[config.mk]
export PLATFORM = sky130hd
export DESIGN_NAME = lsu_ctrl
export DESIGN_NICKNAME = d
export VERILOG_FILES = /design/src/rtl/lsu_pkg.sv /design/src/rtl/lsu_align.sv /design/src/rtl/lsu_ctrl.sv
export SDC_FILE = /design/constraint.sdc
export NUM_CORES = 1
export LEC_CHECK = 0
export ABC_AREA = 1
export CELL_PAD_IN_SITES_DETAIL_PLACEMENT = 1
export CELL_PAD_IN_SITES_GLOBAL_PLACEMENT = 1
export CORE_ASPECT_RATIO = 0.8
export CORE_UTILIZATION = 38
export CTS_CLUSTER_DIAMETER = 80
export CTS_CLUSTER_SIZE = 16
export DETAILED_ROUTE_END_ITERATION = 8
export PLACE_DENSITY_LB_ADDON = 0.1
export SLEW_MARGIN = 40
export SYNTH_ARGS = -nofsm -noshare
export SYNTH_HDL_FRONTEND = slang
export SYNTH_HIERARCHICAL = 1
export SYNTH_SLANG_ARGS = --single-unit
[constraint.sdc]
create_clock -name clk_i -period 2.9 [get_ports clk_i]
set_clock_uncertainty 0.1 [all_clocks]
set_input_delay 0.58 -clock clk_i [delete_from_list [all_inputs] [get_ports clk_i]]
set_output_delay 0.58 -clock clk_i [all_outputs]
set_load 0.01 [all_outputs]
[src/rtl/lsu_pkg.sv]
// Shared encodings, FSM state type and the access-legality check for the load/store unit.
package lsu_pkg;

  localparam logic [1:0] SZ_B   = 2'b00;
  localparam logic [1:0] SZ_H   = 2'b01;
  localparam logic [1:0] SZ_W   = 2'b10;
  localparam logic [1:0] SZ_RSV = 2'b11;

  typedef enum logic [2:0] {
    IDLE,
    LD,
    RMW_RD,
    WR,
    RESP
  } lsu_state_t;

  // hi_nz flags byte-address bits above the memory range as non-zero.
  function automatic logic access_err(input logic [1:0] size,
                                      input logic [1:0] lo,
                                      input logic       hi_nz);
    logic e;
    e = hi_nz;
    case (size)
      SZ_RSV:  e = 1'b1;
      SZ_H:    if (lo[0]) e = 1'b1;
      SZ_W:    if (lo != 2'b00) e = 1'b1;
      default: ;
    endcase
    return e;
  endfunction

endpackage

[src/rtl/lsu_align.sv]
// Combinational lane logic: extract+extend a load lane, and merge a store lane into a read word.
module lsu_align
  import lsu_pkg::*;
(
  input  logic [31:0] word,
  input  logic [1:0]  lane,
  input  logic [1:0]  size,
  input  logic        uns,
  input  logic [15:0] wdata,
  output logic [31:0] ld_data,
  output logic [31:0] merged
);

  logic [31:0] shifted;
  logic [7:0]  byte_v;
  logic [15:0] half_v;

  always_comb begin
    shifted = word >> {lane, 3'b000};
    byte_v  = shifted[7:0];
    half_v  = lane[1] ? word[31:16] : word[15:0];
    case (size)
      SZ_B:    ld_data = {{24{~uns & byte_v[7]}}, byte_v};
      SZ_H:    ld_data = {{16{~uns & half_v[15]}}, half_v};
      default: ld_data = word;
    endcase
  end

  always_comb begin
    merged = word;
    case (size)
      SZ_B:    merged[{lane, 3'b000} +: 8]      = wdata[7:0];
      SZ_H:    merged[{lane[1], 4'b0000} +: 16] = wdata;
      default: ;
    endcase
  end

endmodule

[src/rtl/lsu_ctrl.sv]
// Load/store unit for a word-only memory: sub-word stores via read-modify-write, extended loads.
// Optional LSU_ACCESS_CNT_EN adds saturating successful load/store counters.
module lsu_ctrl
  import lsu_pkg::*;
#(
  parameter int MEM_AW = 6,
  parameter int ADDR_W = 32
) (
  input  logic              clk_i,
  input  logic              rst_ni,
  input  logic              req_i,
  output logic              ready_o,
  input  logic [ADDR_W-1:0] addr_i,
  input  logic              we_i,
  input  logic [1:0]        size_i,
  input  logic              unsigned_i,
  input  logic [31:0]       wdata_i,
  output logic              valid_o,
  output logic [31:0]       rdata_o,
  output logic              err_o,
  output logic [MEM_AW-1:0] mem_addr_o,
  output logic [31:0]       mem_wdata_o,
  output logic              mem_write_o,
  output logic              mem_read_o,
  input  logic [31:0]       mem_rdata_i
`ifdef LSU_ACCESS_CNT_EN
  ,
  output logic [15:0]       ld_cnt_o,
  output logic [15:0]       st_cnt_o
`endif
);

  lsu_state_t        state;
  logic [MEM_AW+1:0] addr_q;
  logic              we_q;
  logic [1:0]        size_q;
  logic              uns_q;
  logic [31:0]       wdata_q;
  logic              err_q;
  logic [31:0]       rdata_q;
  logic [31:0]       merge_q;
  logic [31:0]       ld_data;
  logic [31:0]       merged;
  logic              hi_nz;
  logic              acc_err;

`ifdef LSU_ACCESS_CNT_EN
  logic [15:0] ld_cnt;
  logic [15:0] st_cnt;
  assign ld_cnt_o = ld_cnt;
  assign st_cnt_o = st_cnt;
`endif

  assign hi_nz   = |addr_i[ADDR_W-1:MEM_AW+2];
  assign acc_err = access_err(size_i, addr_i[1:0], hi_nz);

  lsu_align u_align (
    .word    (mem_rdata_i),
    .lane    (addr_q[1:0]),
    .size    (size_q),
    .uns     (uns_q),
    .wdata   (wdata_q[15:0]),
    .ld_data (ld_data),
    .merged  (merged)
  );

  always_ff @(posedge clk_i or negedge rst_ni) begin
    if (!rst_ni) begin
      state   <= IDLE;
      addr_q  <= '0;
      we_q    <= 1'b0;
      size_q  <= SZ_B;
      uns_q   <= 1'b0;
      wdata_q <= '0;
      err_q   <= 1'b0;
      rdata_q <= '0;
      merge_q <= '0;
`ifdef LSU_ACCESS_CNT_EN
      ld_cnt  <= '0;
      st_cnt  <= '0;
`endif
    end else begin
      case (state)
        IDLE: if (req_i) begin
          addr_q  <= addr_i[MEM_AW+1:0];
          we_q    <= we_i;
          size_q  <= size_i;
          uns_q   <= unsigned_i;
          wdata_q <= wdata_i;
          rdata_q <= '0;
          err_q   <= acc_err;
          if (acc_err)           state <= RESP;
          else if (!we_i)        state <= LD;
          else if (size_i == SZ_W) state <= WR;
          else                   state <= RMW_RD;
        end
        LD: begin
          rdata_q <= ld_data;
          state   <= RESP;
`ifdef LSU_ACCESS_CNT_EN
          if (ld_cnt != 16'hFFFF) ld_cnt <= ld_cnt + 16'd1;
`endif
        end
        RMW_RD: begin
          merge_q <= merged;
          state   <= WR;
        end
        WR: begin
          state <= RESP;
`ifdef LSU_ACCESS_CNT_EN
          if (st_cnt != 16'hFFFF) st_cnt <= st_cnt + 16'd1;
`endif
        end
        RESP:    state <= IDLE;
        default: state <= IDLE;
      endcase
    end
  end

  // Strobes decode the state register directly so reset removes them without waiting for a clock.
  assign ready_o     = (state == IDLE);
  assign valid_o     = (state == RESP);
  assign err_o       = (state == RESP) & err_q;
  assign rdata_o     = (state == RESP) ? rdata_q : '0;
  assign mem_read_o  = (state == LD) || (state == RMW_RD);
  assign mem_write_o = (state == WR);
  assign mem_addr_o  = (state != IDLE) ? addr_q[MEM_AW+1:2] : '0;
  assign mem_wdata_o = (state != WR) ? '0 : ((size_q == SZ_W) ? wdata_q : merge_q);

endmodule

==> reports/qor.yml <==
outcome:
  status: "complete, no violations"
cts:
  post_cts_buffers: 0
  insertion_delay_ns: 0.36
  clk_pin_slew_worst_paths_ns: 0.08
  cts_buffers: 9
  ctsRootBufferMaster: "clkbuf_16"
  clkSinkCount: 111
  cts_tree: "yes"
  cts_buffer_depth: 2
  cts_max_level: 3
power_and_ir_drop:
  power.leakage_nw: 4.70
  powerDensity_nw_per_um2: 940
  peakVddDrop_v: 0.000411
  power_mw: 8.89
cells_and_area:
  layout_commonest_cell: "nand2_1"
  final_net_count: 1314
  diodes: 0
  multi_input_area_um2: 3540
  area_delta_synth_final_pct: 32.6
  final_cells: 1460
  final_cell_mix: "nand2_1 (280), nor2_1 (181), clkdlybuf4s50_1 (166)"
  fillers: 2351
  seq_area_um2: 2780
  layout-drive-gt1-share_pct: 8.95
critical_path:
  crit_fanout: 33
  reg2reg_depth: 9
  crit_arrival_ns: 2.11
  crit_required_ns: 2.22
  critPathLaunchType: "flop"
  criticalPathCategory: "reg2out"
  crit_path_end_kind: "output pin"
synth:
  synth_top_cell_by_area: "dfrtp_1"
  synth_nets: 1149
  synth_warnings: 6
  avgSynthCellArea_um2: 6.87
  yosysSeqAreaShare_pct: 38.9
  synth_cell_types: 31
  syn_inst: 1038
  netlist_top_cells_area: "dfrtp_1 (39%), nand2_1 (15%), nor2_1 (9.5%)"
  synth_edf_count: 0
  ys_ff_latch: 111
  async_reset_ff_share_pct: 100
  synth_area_um2: 7130
  synth_ff_type: "dfrtp_1"
  synth_top_area_share_pct: 38.9
sta:
  tightestPinTransition_ns: 0.688
  finalSetupViolCount: 0
  layout_min_cycle_time_ns: 2.79
  fmax_mhz: 358
  finalHoldViolations: 0
  slew_headroom_pct: 53.7
  setup_tns_ns: 0
  post-route-period-util_pct: 96.3
  hold_slack_ns: 0.0621
  rsz0062_at_grt: "false"
  slew_violations: 0
drt:
  ant_nets: 0
  drt-pass1-iter-count: 4
  vias: 7409
  drc_errors: 0
  wirelength_mm: 25.9
  avgRoutedWirePerCell_um: 17.8
  drt-initial-drc-count: 382
  vias_per_cell: 5.07
floorplan:
  die_h_um: 125
  die_area_um2: 19300
  rows: 44
  initial_utilization_pct: 39.0
  die_w_um: 155
  ioPinCount: 178
  core_area_um2: 18300
grt:
  grt_pass1_vias: 7476
  grt_use_total_pct: 27.4
  antenna_found_initial: 0
  grt_max_degree: 50
  overflow: 0
  grt_pass1_wl_mm: 40.6
place:
  portBuffers: 177
  dp_cells: 1445
  dp_hpwl_mm: 20.0
  place.gp.congestion: 0.951
min_path:
  hold_path.class: "in2async"
job:
  cap_violations: 0
synthesized netlist by cell type, types with 2 or more instances:
master / instances
nand2_2: 15
a21oi_1: 11
a31oi_1: 3
buf_6: 8
inv_4: 2
o211ai_1: 5
inv_1: 126
nor2_1: 181
clkbuf_1: 16
dfrtp_1: 111
nand2_4: 3
buf_2: 26
o21ai_0: 89
o22ai_1: 40
a21boi_0: 3
inv_2: 4
o21ai_1: 14
ha_1: 8
nor2_4: 2
nand2_1: 280
mux2_2: 32
nand3_1: 49
clkinv_1: 2
state kept, by name (all words and copies together), names as in the netlist:
name / flops
wdata_q: 32
rdata_q: 32
merge_q: 32
err_q: 1
state: 3
uns_q: 1
addr_q: 8
size_q: 2
per-stage QoR:
step | worst slack (ns) | utilization, % | cell area, um^2
5_1_grt | 0.00197 | 51.8 | 9460
6_report | 0.108 | 51.8 | 9460
4_1_cts | 0.0666 | 51.6 | 9430
3_3_place_gp | 0.463 | 50.1 | 9160
2_1_floorplan | 0.934 | - | 7130
3_5_place_dp | 0.237 | 50.1 | 9160
metal layers:
layer,routed length [um],track usage (%),vias to the layer above
li1,-,-,3597
met1,12000,38.1,3573
met2,12000,43.7,218
met3,1600,5.81,21
met4,320,6.06,0
met5,0,0,-
worst paths after layout:
check / start / end / slack (ns)
max in group asynchronous: rst_ni / rdata_q[16]$_DFFE_PN0P_ / 1.86
worst max-delay path: state[2]$_DFFE_PN0P_ / mem_wdata_o[23] / 0.11
worst min register to register: wdata_q[17]$_DFFE_PN0P_ / wdata_q[17]$_DFFE_PN0P_ / 0.39
min in group clk_i: wdata_q[17]$_DFFE_PN0P_ / wdata_q[17]$_DFFE_PN0P_ / 0.39
worst max register to register: addr_q[1]$_DFFE_PN0P_ / merge_q[22]$_DFFE_PN0P_ / 0.40
worst min-delay path: rst_ni / wdata_q[21]$_DFFE_PN0P_ / 0.06
critical path, cell delays in order, from the launching register on:
cell and delay (ns):
dfrtp_1 0.41, inv_1 0.12, nand2_1 0.09, nor2_2 0.14, buf_12 0.19, o21ai_0 0.14
nor2_1 0.12, clkdlybuf4s50_1 0.55
cell type report:
cell class | count | area share [%]
inverter | 135 | 5.49
clock buffer | 9 | 2.38
tap | 253 | 3.35
sequential | 111 | 29.4
multi-input combinational | 740 | 37.4
timing repair buffer | 206 | 21.5
clock inverter | 6 | 0.476
power breakdown:
group | internal, mW | switching, mW
sequential | 2.27 | 0.528
combinational | 1.77 | 3.13
clock | 0.584 | 0.611
repair_timing:
| item | CTS | global route |
|---|---|---|
| resized for setup | 3 | 10 |
| hold buffers | 0 | 0 |
| endpoints found under the setup margin | 34 | 13 |
| pin swaps | 1 | 0 |
cell families after synthesis:
| logic type | after synthesis | synth area share [%] |
|---|---|---|
| AND/OR/NAND/NOR | 535 | 30.5 |
| buffers and inverters | 187 | 11.5 |
| AO/OA/AOI/OAI | 165 | 12.6 |
| flip-flops | 111 | 38.9 |
| multiplexers | 32 | 5.05 |
| adder cells (fa/ha/maj) | 8 | 1.40 |
(Power assumes the default switching activity.)
==> variant 1: new RTL, same settings <==
Set the parameter `MEM_AW` to 8 (it was 6).
--- a/src/rtl/lsu_ctrl.sv
+++ b/src/rtl/lsu_ctrl.sv
@@ -5,3 +5,3 @@
 #(
-  parameter int MEM_AW = 6,
+  parameter int MEM_AW = 8,
   parameter int ADDR_W = 32
Interface: changed (resized mem_addr_o); port bits go from 178 to 180. No check against the original RTL was run, so the function may have changed too.
==> variant 1 against the unedited design <==
- sequential share of layout area is 0.86 points lower
- critical path type unchanged
- total power is 13% higher
- wire length rose by 7.2%
- combinational power rose by 4.1%
- critical path depth unchanged
- clock power rose by 78%
- worst setup slack got worse by 0.10 ns
- largest power group unchanged
- final area rose by 4.9%
- worst hold slack gained 0.32 ns
- sequential cell count rose by 2
- cell count grew 2.4%
- area after synthesis rose by 0.28%
==> variant 1: results (changes against the unedited design) <==
[metrics] status: finished, final reports clean
[metrics] post-synthesis register bit count: 113 (+1.8%)
[metrics] synthesized instance count: 1047 (+0.87%)
[metrics] first-pass GRT wire length: 43.66 mm (+7.5%)
[metrics] Seq/Total Area, Yosys: 39.54% (+0.59 points)
[metrics] post-cts resize count: 6 (+3)
[metrics] number of non-clock inverters: 137 (+1.5%)
[metrics] share of layout cells above drive strength 1: 9.662% (+0.71 points)
[metrics] # clk buffers: 18 (+9)
[metrics] maximum buffer depth of the clock tree: 2 (unchanged)
[metrics] type of the most critical hold path: reg -> reg
[metrics] met3 global-route usage: 8.281% (+2.5 points)
[metrics] DRT met1 WL: 12.38 mm (+3.5%)
[metrics] gr usage total: 29.82% (+2.4 points)
[metrics] Pre-Repair DR Iteration Count: 5 (+1)
[metrics] CTS Hold Buffers Added: 1 (+1)
[metrics] half-perimeter wire length after placement: 20.43 mm (+2.3%)
[metrics] Non-Filler Instances: 1495 (+2.4%)
[metrics] LEAKAGE: 0.005095 uW (+8.3%)
[metrics] routing usage on met2: 46.66% (+3.0 points)
[metrics] synthesized area per cell: 6.831 sq um (-0.58%)
[metrics] Critical path destination: mem_wdata_o[17]
[metrics] level count of the clock H-tree: 4 (+1)
[metrics] number of I/O port buffers: 179 (+1.1%)
[metrics] WL final: 27.81 mm (+7.2%)
[metrics] Buffers excl. clock: 216 (+4.9%)
[metrics] internal cell power: 5437 uW (+18%)
[metrics] sum of met3 wire segment lengths after detailed routing: 2.145 mm (+34%)
[metrics] initial DRC count: 396 (+3.7%)
[metrics] setup slack after placement: 0.3985 ns (+0.1618 ns)
[metrics] Worst Max-Slew Pin Slew: 0.6797 ns (-0.008067 ns)
[metrics] largest net degree at the start of global routing: 51 (+2.0%)
[metrics] met1 routing resource usage after global routing: 39.27% (+1.1 points)
[metrics] Fill cells: 2349 (-0.085%)
[metrics] number of combinational gates with multiple inputs: 744 (+0.54%)
[metrics] area of combinational cells with multiple inputs: 0.003522 sq mm (-0.49%)
[metrics] fraction of area in registers: 28.50% (-0.86 points)
[metrics] flip-flop and latch area: 0.002828 sq mm (+1.8%)
[metrics] worst reg2reg endpoint: merge_q[8]
[metrics] Mapped Nets: 1158 (+0.78%)
[metrics] DP Area: 0.009253 sq mm (+1.0%)
[metrics] WP data arrival: 2.21 ns (+0.10 ns)
[metrics] flop2flop setup slack: 0.52 ns (+0.12 ns)
[metrics] per-cell via count in the routed design: 5.172 (+1.9%)
[metrics] synth cell count leaders: sky130_fd_sc_hd__nand2_1, sky130_fd_sc_hd__nor2_1, sky130_fd_sc_hd__inv_1, sky130_fd_sc_hd__dfrtp_1, sky130_fd_sc_hd__o21ai_0
[metrics] clock input transition at the sequential cells of the worst setup and hold paths: 0.06 ns (-0.02 ns)
[metrics] routability cong.: 0.9060 (-4.7%)
[metrics] Total Nets Final: 1340 (+2.0%)
[metrics] Clock buffers and inverters, area share: 6.015% (+3.2 points)
-- variant 1: cell count changes after synthesis, moves of 2 or more --
cell and change:
sky130_fd_sc_hd__nand2_2 -10, sky130_fd_sc_hd__buf_2 -2, sky130_fd_sc_hd__o21ai_1 +2, sky130_fd_sc_hd__dfrtp_1 +2, sky130_fd_sc_hd__buf_4 +8, sky130_fd_sc_hd__buf_6 -4
sky130_fd_sc_hd__inv_1 +3, sky130_fd_sc_hd__nand2_1 +12
-- variant 1: worst min-delay path by stage --
stage	start	endpoint	slack [ns]	cells after the start
floorplan	rst_ni	addr_q[0]	0.18	0
finish	wdata_q[22]	wdata_q[22]	0.38	2
global placement	wdata_q[21]	wdata_q[21]	0.36	2
CTS	wdata_q[30]	wdata_q[30]	0.39	2
detailed placement	rst_ni	wdata_q[23]	0.37	1
global route	wdata_q[31]	wdata_q[31]	0.40	2
-- variant 1: power by group through the flow --
| stage | Sequential, uW | Combinational (uW) | Clock [uW] |
|---|---|---|---|
| floorplan | 2630 | 3270 | 0 |
| global placement | 2790 | 4880 | 0 |
| finish | 2830 | 5100 | 2140 |
| CTS | 2820 | 5070 | 2170 |
| global route | 2910 | 5610 | 2230 |
| detailed placement | 2830 | 5000 | 0 |
-- variant 1: critical path: cells and delay by family (launching register included) --
kind | cells | cell delay (ns)
compound gates | 1 | 0.15
simple gates | 3 | 0.42
buf+inv | 3 | 0.82
flops | 1 | 0.39
-- variant 1: cells by family after synthesis --
logic type               after synthesis  share of synthesized area, %
multiplexers                          32                         5.039
buffers and inverters                190                         11.32
AO/OA/AOI/OAI                        167                         12.72
adder cells (fa/ha/maj)                8                         1.400
flip-flops                           113                         39.54
AND/OR/NAND/NOR                      537                         29.99
==> variant 2: new RTL, same flow settings <==
Made on the original files. The 5 states of `lsu_state_t` get a Gray code encoding in 3 bits.
--- a/src/rtl/lsu_pkg.sv
+++ b/src/rtl/lsu_pkg.sv
@@ -9,7 +9,7 @@
   typedef enum logic [2:0] {
-    IDLE,
-    LD,
-    RMW_RD,
-    WR,
-    RESP
+    IDLE   = 3'b000,
+    LD     = 3'b001,
+    RMW_RD = 3'b011,
+    WR     = 3'b010,
+    RESP   = 3'b110
   } lsu_state_t;
Formal check against the unedited RTL: same outputs for any inputs over 10 cycles, from zero or initial values and one cycle with rst_ni low; not proved beyond that.
==> variant 2 against the unedited design <==
- register-to-register slack improved by 0.15 ns
- critical endpoint is now mem_wdata_o[17]
- wire length down 2.8%
- sequential cell count unchanged
- first-iteration DRC count grew 14%
- largest cell class unchanged
- final area fell by 1.5%
- critical path depth is 3 lower
- worst setup slack worse by 0.0022 ns
- critical path type unchanged
- synthesized cell count barely moved
- maximum frequency barely moved
- total power is 0.39% higher
- area after synthesis shrank 1.3%
==> variant 2: results (changes against the unedited design) <==
[metrics] Seq/Total Area, Yosys: 39.45% (+0.51 points)
[metrics] average routed wire per standard cell: 17.68 um (-0.46%)
[metrics] share of layout cells above drive strength 1: 6.940% (-2.0 points)
[metrics] Cell Pwr Density: 957.7 mW/mm^2 (+1.9%)
[metrics] LEAKAGE: 0.004355 uW (-7.4%)
[metrics] DP Area: 0.008980 sq mm (-1.9%)
[metrics] half-perimeter wire length after placement: 18.92 mm (-5.3%)
[metrics] Fill cells: 2335 (-0.68%)
[metrics] multiplexer share of the synthesized area: 5.118% (+0.066 points)
[metrics] total number of vias: 7257 (-2.1%)
[metrics] gr usage total: 27.65% (+0.20 points)
[metrics] Total Nets Final: 1302 (-0.91%)
[metrics] status: finished, final reports clean
[metrics] synthesized instance count: 1039 (+0.096%)
[metrics] Adder-Cell Fraction of Synth Area: 1.422% (+0.018 points)
[metrics] setup slack after placement: 0.3794 ns (+0.1427 ns)
[metrics] post-cts resize count: 1 (-2)
[metrics] Synth area leaders: sky130_fd_sc_hd__dfrtp_1, sky130_fd_sc_hd__nand2_1, sky130_fd_sc_hd__nor2_1, sky130_fd_sc_hd__inv_1, sky130_fd_sc_hd__mux2_2
[metrics] first-pass GRT wire length: 40.21 mm (-1.0%)
[metrics] synth cell count leaders: sky130_fd_sc_hd__nand2_1, sky130_fd_sc_hd__nor2_1, sky130_fd_sc_hd__dfrtp_1, sky130_fd_sc_hd__inv_1, sky130_fd_sc_hd__o21ai_0
[metrics] Mapped Nets: 1150 (+0.087%)
[metrics] maximum ir drop on the vdd rail: 0.0003849 V (-6.4%)
[metrics] routability cong.: 0.8720 (-8.3%)
[metrics] post-synthesis compound-gate area fraction: 12.14% (-0.48 points)
[metrics] vias in the first global route: 7123 (-4.7%)
[metrics] initial DRC count: 434 (+14%)
[metrics] post-synth cell types: 32 (+3.2%)
[metrics] Max-Slew Margin vs Limit: 54.46% (+0.80 points)
-- variant 2: path summary, 6_finish.rpt --
| path | cells after the start | end | slack (ns) | startpoint |
|---|---|---|---|---|
| setup / recovery | 4 | mem_wdata_o[17] | 0.11 | state[0] |
| hold reg to reg | 2 | wdata_q[18] | 0.38 | wdata_q[18] |
| max in group asynchronous | 2 | state[2] | 1.98 | rst_ni |
| setup reg to reg | 8 | merge_q[15] | 0.55 | addr_q[1] |
| hold / removal | 2 | rdata_q[7] | 0.14 | rst_ni |
| min in group clk_i | 2 | wdata_q[18] | 0.38 | wdata_q[18] |
-- variant 2: cells by family (layout without fill, tap and decap cells) --
| kind of cell | count (synthesis) | count (layout) |
|---|---|---|
| DFF | 111 | 111 |
| AOI/OAI and AO/OA | 163 | 163 |
| adders and majority gates | 8 | 8 |
| buffers and inverters | 160 | 317 |
| and+or+nand+nor | 565 | 565 |
| muxes | 32 | 32 |
-- variant 2: layer usage --
metal,vias to the layer above,wire [um],global-route usage [%]
li1,3561,-,-
met1,3492,12470,39.65
met2,181,11160,42.90
met3,23,1205,5.045
met4,0,378,7.250
met5,-,0,0
-- variant 2: cell type report --
type | instances | share of cell area (%)
Tap cell | 230 | 3.087
Timing Repair Buffer | 192 | 20.63
Sequential cell | 111 | 29.82
Clock inverter | 7 | 0.9529
Clock buffer | 9 | 2.416
Inverter | 109 | 4.523
Multi-Input combinational cell | 768 | 38.57
-- variant 2: report_power, final --
| group | total [uW] | switching (uW) | internal (uW) | leakage [uW] |
|---|---|---|---|---|
| registers | 2640 | 462 | 2170 | 0.00138 |
| clock network | 1350 | 655 | 691 | 0.000155 |
| logic | 4940 | 3140 | 1810 | 0.00282 |
| total | 8930 | 4260 | 4670 | 0.00436 |
